[src/rtl/mux8_arb.sv]
// Round-robin arbiter granting one of eight requesters a shared 16-bit 8:1 mux.
// Define MUX8_ARB_TIMEOUT_EN to compile in the MAX_HOLD hold watchdog.
module mux8_arb #(
    parameter int unsigned MAX_HOLD = 16
) (
    input  logic       clk,
    input  logic       rst,
    input  logic [7:0] req,
    output logic [7:0] gnt,
    output logic [2:0] sel,
    output logic       busy,
    output logic       timeout
);

    typedef enum logic [0:0] {StIdle, StOwned} state_e;

    state_e     state_q, state_d;
    logic [2:0] ptr_q, ptr_d;
    logic [2:0] owner_q, owner_d;
    logic [7:0] gnt_q, gnt_d;
    logic [2:0] sel_q, sel_d;
    logic       busy_q, busy_d;

    logic [7:0]  arb_req;
    logic [15:0] arb_dbl;
    logic [7:0]  arb_rot;
    logic [2:0]  win_off;
    logic [2:0]  win_idx;
    logic        win_vld;

`ifdef MUX8_ARB_TIMEOUT_EN
    localparam logic [7:0] HoldLast = 8'(MAX_HOLD - 1);

    logic [7:0] hold_q, hold_d;
    logic       forced;
    logic       timeout_q, timeout_d;
`endif

    if (MAX_HOLD < 2 || MAX_HOLD > 255) begin : g_bad_max_hold
        $error("mux8_arb: MAX_HOLD must be in 2..255");
    end

    // While owned, the owner never competes: covers both release and forced release.
    always_comb begin
        arb_req = req;
        if (state_q == StOwned) begin
            arb_req = req & ~(8'b1 << owner_q);
        end
    end

    // Rotate so that bit 0 is the requester at ptr, then take the lowest set bit.
    always_comb begin
        arb_dbl = {arb_req, arb_req};
        arb_rot = arb_dbl[ptr_q +: 8];
        win_off = 3'd0;
        win_vld = 1'b0;
        for (int k = 7; k >= 0; k--) begin
            if (arb_rot[k]) begin
                win_off = 3'(k);
                win_vld = 1'b1;
            end
        end
        win_idx = ptr_q + win_off;
    end

    // State register, including the registered outputs.
    always_ff @(posedge clk) begin
        if (rst) begin
            state_q <= StIdle;
            ptr_q   <= 3'd0;
            owner_q <= 3'd0;
            gnt_q   <= 8'd0;
            sel_q   <= 3'd0;
            busy_q  <= 1'b0;
`ifdef MUX8_ARB_TIMEOUT_EN
            hold_q    <= 8'd0;
            timeout_q <= 1'b0;
`endif
        end else begin
            state_q <= state_d;
            ptr_q   <= ptr_d;
            owner_q <= owner_d;
            gnt_q   <= gnt_d;
            sel_q   <= sel_d;
            busy_q  <= busy_d;
`ifdef MUX8_ARB_TIMEOUT_EN
            hold_q    <= hold_d;
            timeout_q <= timeout_d;
`endif
        end
    end

    // Next-state logic.
    always_comb begin
        state_d = state_q;
        ptr_d   = ptr_q;
        owner_d = owner_q;
`ifdef MUX8_ARB_TIMEOUT_EN
        hold_d = hold_q;
        forced = 1'b0;
`endif
        unique case (state_q)
            StIdle: begin
                if (win_vld) begin
                    state_d = StOwned;
                    owner_d = win_idx;
                    ptr_d   = win_idx + 3'd1;
`ifdef MUX8_ARB_TIMEOUT_EN
                    hold_d = 8'd0;
`endif
                end
            end
            StOwned: begin
                if (req[owner_q]) begin
`ifdef MUX8_ARB_TIMEOUT_EN
                    if (hold_q == HoldLast) begin
                        // With nobody else pending the owner is regranted; ptr already
                        // points past it.
                        forced = 1'b1;
                        hold_d = 8'd0;
                        if (win_vld) begin
                            owner_d = win_idx;
                            ptr_d   = win_idx + 3'd1;
                        end
                    end else begin
                        hold_d = hold_q + 8'd1;
                    end
`endif
                end else if (win_vld) begin
                    owner_d = win_idx;
                    ptr_d   = win_idx + 3'd1;
`ifdef MUX8_ARB_TIMEOUT_EN
                    hold_d = 8'd0;
`endif
                end else begin
                    state_d = StIdle;
                end
            end
            default: state_d = StIdle;
        endcase
    end

    // Next values of the registered outputs, decoded from the next state.
    always_comb begin
        gnt_d  = 8'd0;
        sel_d  = 3'd0;
        busy_d = 1'b0;
`ifdef MUX8_ARB_TIMEOUT_EN
        timeout_d = forced;
`endif
        if (state_d == StOwned) begin
            gnt_d  = 8'b1 << owner_d;
            sel_d  = owner_d;
            busy_d = 1'b1;
        end
    end

    assign gnt  = gnt_q;
    assign sel  = sel_q;
    assign busy = busy_q;
`ifdef MUX8_ARB_TIMEOUT_EN
    assign timeout = timeout_q;
`else
    assign timeout = 1'b0;
`endif

    a_gnt_onehot: assert property (@(posedge clk) disable iff (rst) $onehot0(gnt));
    a_busy_match: assert property (@(posedge clk) disable iff (rst) busy == (gnt != 8'd0));
    a_sel_match:  assert property (@(posedge clk) disable iff (rst)
                                   gnt == (busy ? (8'b1 << sel) : 8'd0));
`ifndef MUX8_ARB_TIMEOUT_EN
    a_hold_grant: assert property (@(posedge clk) disable iff (rst)
                                   busy && req[sel] |=> $stable(gnt));
`endif

endmodule

[config.mk]
export PLATFORM = sky130hd
export DESIGN_NAME = mux8_arb
export DESIGN_NICKNAME = d
export VERILOG_FILES = /design/src/rtl/mux8_arb.sv
export SDC_FILE = /design/constraint.sdc
export NUM_CORES = 1
export LEC_CHECK = 0
export CAP_MARGIN = 15
export CORE_ASPECT_RATIO = 1.5
export CORE_UTILIZATION = 57
export CTS_BUF_LIST = sky130_fd_sc_hd__clkbuf_8
export CTS_CLUSTER_SIZE = 25
export DETAILED_ROUTE_END_ITERATION = 12
export GPL_ROUTABILITY_DRIVEN = 0
export HOLD_SLACK_MARGIN = 0.06
export PLACE_DENSITY = 0.9
export SLEW_MARGIN = 25
export SYNTH_ARGS = -nofsm -noshare
export SYNTH_HDL_FRONTEND = slang
export SYNTH_SLANG_ARGS = --single-unit
[constraint.sdc]
create_clock -name clk -period 5.9 [get_ports clk]
set_clock_uncertainty 0.05 [all_clocks]
set_input_delay 1.18 -clock clk [delete_from_list [all_inputs] [get_ports clk]]
set_output_delay 1.18 -clock clk [all_outputs]
set_load 0.03 [all_outputs]
==> reports/results.tsv <==
stage	metric	value	unit
run_status	status	complete, no violations	
worst_setup_path	CP arrival	5130	ps
grt	GRT Util Overall	28.5	%
grt	initial antenna violation count	0	
clocking	CTS max path bufs	2	
worst_hold_path	Hold WC Path Type	reg -> reg	
pwr	Peak VDD IR	383	µV
synthesis	Avg Cell Area, Syn	8.32	µm²
drt	Vias	1679	
worst_setup_path	Crit path top cell by count	mux2_1	
pwr	Seq pwr share	23.3	%
grt	first-pass GRT wire length	7.11	mm
placement	placed cell count	254	
worst_hold_path	Hold EP	ptr_q[0]	
cells_and_area	non-filler cells, final	258	
floorplanning	die height	69.7	µm
worst_setup_path	Worst EP required	5980	ps
cells_and_area	most frequent cells in the layout	clkdlybuf4s50_1 (21), nor2_1 (19), dfxtp_1 (18)	
worst_setup_path	R2R Path Start	ptr_q[1]	
sta	Setup TNS Final	0	ps
worst_setup_path	Setup crit start kind	input port	
pwr	PwrDens	523	nW/µm²
worst_setup_path	Worst path slowest cell	fa_1	
drt	routed vias/inst	6.51	
sta	count of final setup violators	0	
placement	DPL Wire Length	3.17	mm
clocking	# H-tree levels	1	
pwr	Static Leak	0.694	nW
synthesis	Syn Inst Count	209	
drt	WL final	4.24	mm
cells_and_area	Layout area overhead	13.8	%
cells_and_area	nets@finish	233	
clocking	Worst-Skew Late Latency	240	ps
sta	Fin. Hold Viols	0	
floorplanning	Die Wd	47.1	µm
pwr	sw power	0.000492	W
placement	input/output buffers	21	
drt	DR pass1 iterations	4	
synthesis	Synthesis Warnings	0	
worst_setup_path	Crit Path Class	in -> reg	
worst_setup_path	R2R depth	13	
floorplanning	full die area	3280	µm²
synthesis	distinct cell type count after synthesis	63	
worst_setup_path	Crit Path Max Fanout	8	
sta	Rel. slew slack	48.4	%
worst_hold_path	hold path cells	2	
sta	Tmin final	5050	ps
drt	wire per inst	16.4	µm
clocking	clock tree sinks	18	
floorplanning	Core Region	2910	µm²
clocking	root buffer cell	clkbuf_8	
synthesis	#FFs+latches synth	18	
sta	fin crit share	85.6	%
grt	vias in the first global route	1593	
drt	ANT nets after route	0	
drt	initial drt markers	57	
worst_setup_path	CP max stage delay	560	ps
pwr	Comb power frac	67.4	%
clocking	CTS tree	done	
floorplanning	FP Rows	24	
clocking	CTS Buf Count	3	
synthesis	Post-synth EDFFs	0	
worst_setup_path	RR Endpoint	ptr_q[2]	
floorplanning	starting density of the core	59.7	%
sta	fmax	0.198	GHz
cells_and_area	commonest non-fill, non-tap cell in the layout	clkdlybuf4s50_1	
worst_setup_path	R2R setup slack	1340	ps
grt	pin count of the biggest net entering global routing	24	
cells_and_area	share of layout cells above drive strength 1	11.0	%
worst_setup_path	critical path cell sequence	clkdlybuf4s50_1 -> mux2_1 -> o32a_1 -> mux4_2 -> and2_1 -> a211oi_1 -> nor2_1 -> fa_1 -> ha_1 -> nand2b_1 -> a221o_1 -> nand2_1 -> mux2_1	
sta	Worst-Margin Slew	773	ps
synthesis	top_reg_cell synth	dfxtp_1	
synthesis	register area share after synthesis	20.7	%
synthesis	syn_nets	222	
sta	Max Slew Vio Count	0	
pwr	Clk network pwr share	9.3	%
synthesis	Cell Area, Synth	1740	µm²
floorplanning	io pins	23	
pwr	Int Pwr	0.000543	W
synthesis	ys async rst share	0	%
pwr	switching share of power	47.6	%
worst_setup_path	endpoint type of the worst setup path	flop	
cells_and_area	number of diodes	0	
grt	GRT overflow	0	
flow_run	Max Cap Violations	0	
clocking	post-CTS setup buffer count	0	
sta	RSZ-0062 raised after global routing	false	
worst_hold_path	min-delay src	ptr_q[0]	
drt	DR DRC count	0	
clocking	Resize count post-CTS	0	
clocking	clock slew at reported path FFs	60	ps
clocking	Post-CTS Hold Fix Bufs	0	
-- power by group through the flow --
stage,combinational [W],sequential (W),clock [W]
after global routing,0.000768,0.000251,0.000102
after detailed placement,0.000687,0.000241,0
final,0.000698,0.000241,0.0000961
after floorplan,0.000550,0.000229,0
after CTS,0.000695,0.000239,0.0000980
after global placement,0.000672,0.000240,0
-- registers in the layout, summed over array words and instances (netlist names) --
register and cells:
owner_q 3, gnt 8, sel 3, ptr_q 3, state_q 1
-- logic make-up after synthesis --
logic type      synth area share, %
compound gates                 27.3
buf+inv                        5.11
xor+xnor                      0.504
mux                            18.1
flops                          20.7
simple gates                   25.5
fa+ha+maj                      2.59
other cells                   0.216
-- cell type report --
| class | count | area, µm² |
|---|---|---|
| clock buffer | 4 | 55.1 |
| fill | 266 | 933 |
| inverter | 4 | 15.0 |
| multi-input combinational | 172 | 1290 |
| sequential | 18 | 360 |
| tap | 39 | 48.8 |
| timing repair buffer | 21 | 210 |
-- layer usage --
metal	vias to the layer above	global-route usage, %	part of all wire (%)
li1	822	-	-
met1	795	34.0	40
met2	54	47.5	54
met3	8	4.17	4.1
met4	0	12.7	1.4
met5	-	0	0
-- synthesized netlist by cell type, types with 2 or more instances --
cell type / n / area (µm²)
nand3_1: 9 / 45.0
dfxtp_1: 18 / 360
mux4_2: 5 / 113
o21ai_0: 16 / 80.1
mux2_2: 6 / 67.6
or3b_2: 2 / 17.5
or3_1: 2 / 12.5
mux2_1: 3 / 33.8
o32ai_1: 4 / 35.0
ha_1: 2 / 25.0
buf_1: 2 / 7.51
mux2i_1: 10 / 100
nand4b_1: 2 / 17.5
and3_1: 4 / 25.0
or3b_1: 2 / 17.5
o32a_1: 4 / 40.0
and2_1: 4 / 25.0
a21boi_1: 3 / 22.5
nand2b_1: 6 / 37.5
a21oi_1: 13 / 65.1
nor2b_1: 2 / 12.5
o311ai_0: 2 / 17.5
clkbuf_1: 6 / 22.5
a211oi_1: 2 / 15.0
buf_2: 5 / 25.0
or2_2: 2 / 12.5
o211ai_1: 3 / 22.5
o21a_1: 4 / 30.0
a22o_1: 2 / 17.5
inv_1: 4 / 15.0
nand2_1: 10 / 37.5
nor2_1: 19 / 71.3
-- worst max-delay path by stage --
stage               endpoint  depth (start not counted)  slack, ps   start
floorplan           ptr_q[2]                         12       1420  req[2]
global placement    ptr_q[2]                         13        700  req[6]
detailed placement  ptr_q[2]                         13        610  req[6]
CTS                 ptr_q[2]                         13        870  req[6]
global route        ptr_q[2]                         13        620  req[6]
finish              ptr_q[2]                         13        850  req[6]
-- critical path: cells and delay by family --
family,cells,cell delay [ps]
buf+inv,1,550
simple gates,4,510
mux,3,1170
compound gates,3,900
fa+ha+maj,2,820
-- through the flow --
| step | hold slack (ps) | cell area (µm²) | total power [W] | utilization, % | setup WS, ps |
|---|---|---|---|---|---|
| 2_1_floorplan | 681 | 1740 | 0.000779 | - | 1420 |
| 3_3_place_gp | 649 | 1920 | 0.000912 | 66.1 | 704 |
| 3_5_place_dp | 657 | 1920 | 0.000928 | 66.1 | 612 |
| 4_1_cts | 668 | 1980 | 0.00103 | 68.0 | 869 |
| 5_1_grt | 772 | 1980 | 0.00112 | 68.0 | 624 |
| 6_report | 681 | 1980 | 0.00104 | 68.0 | 848 |
Power figures use the tool's default switching activity.
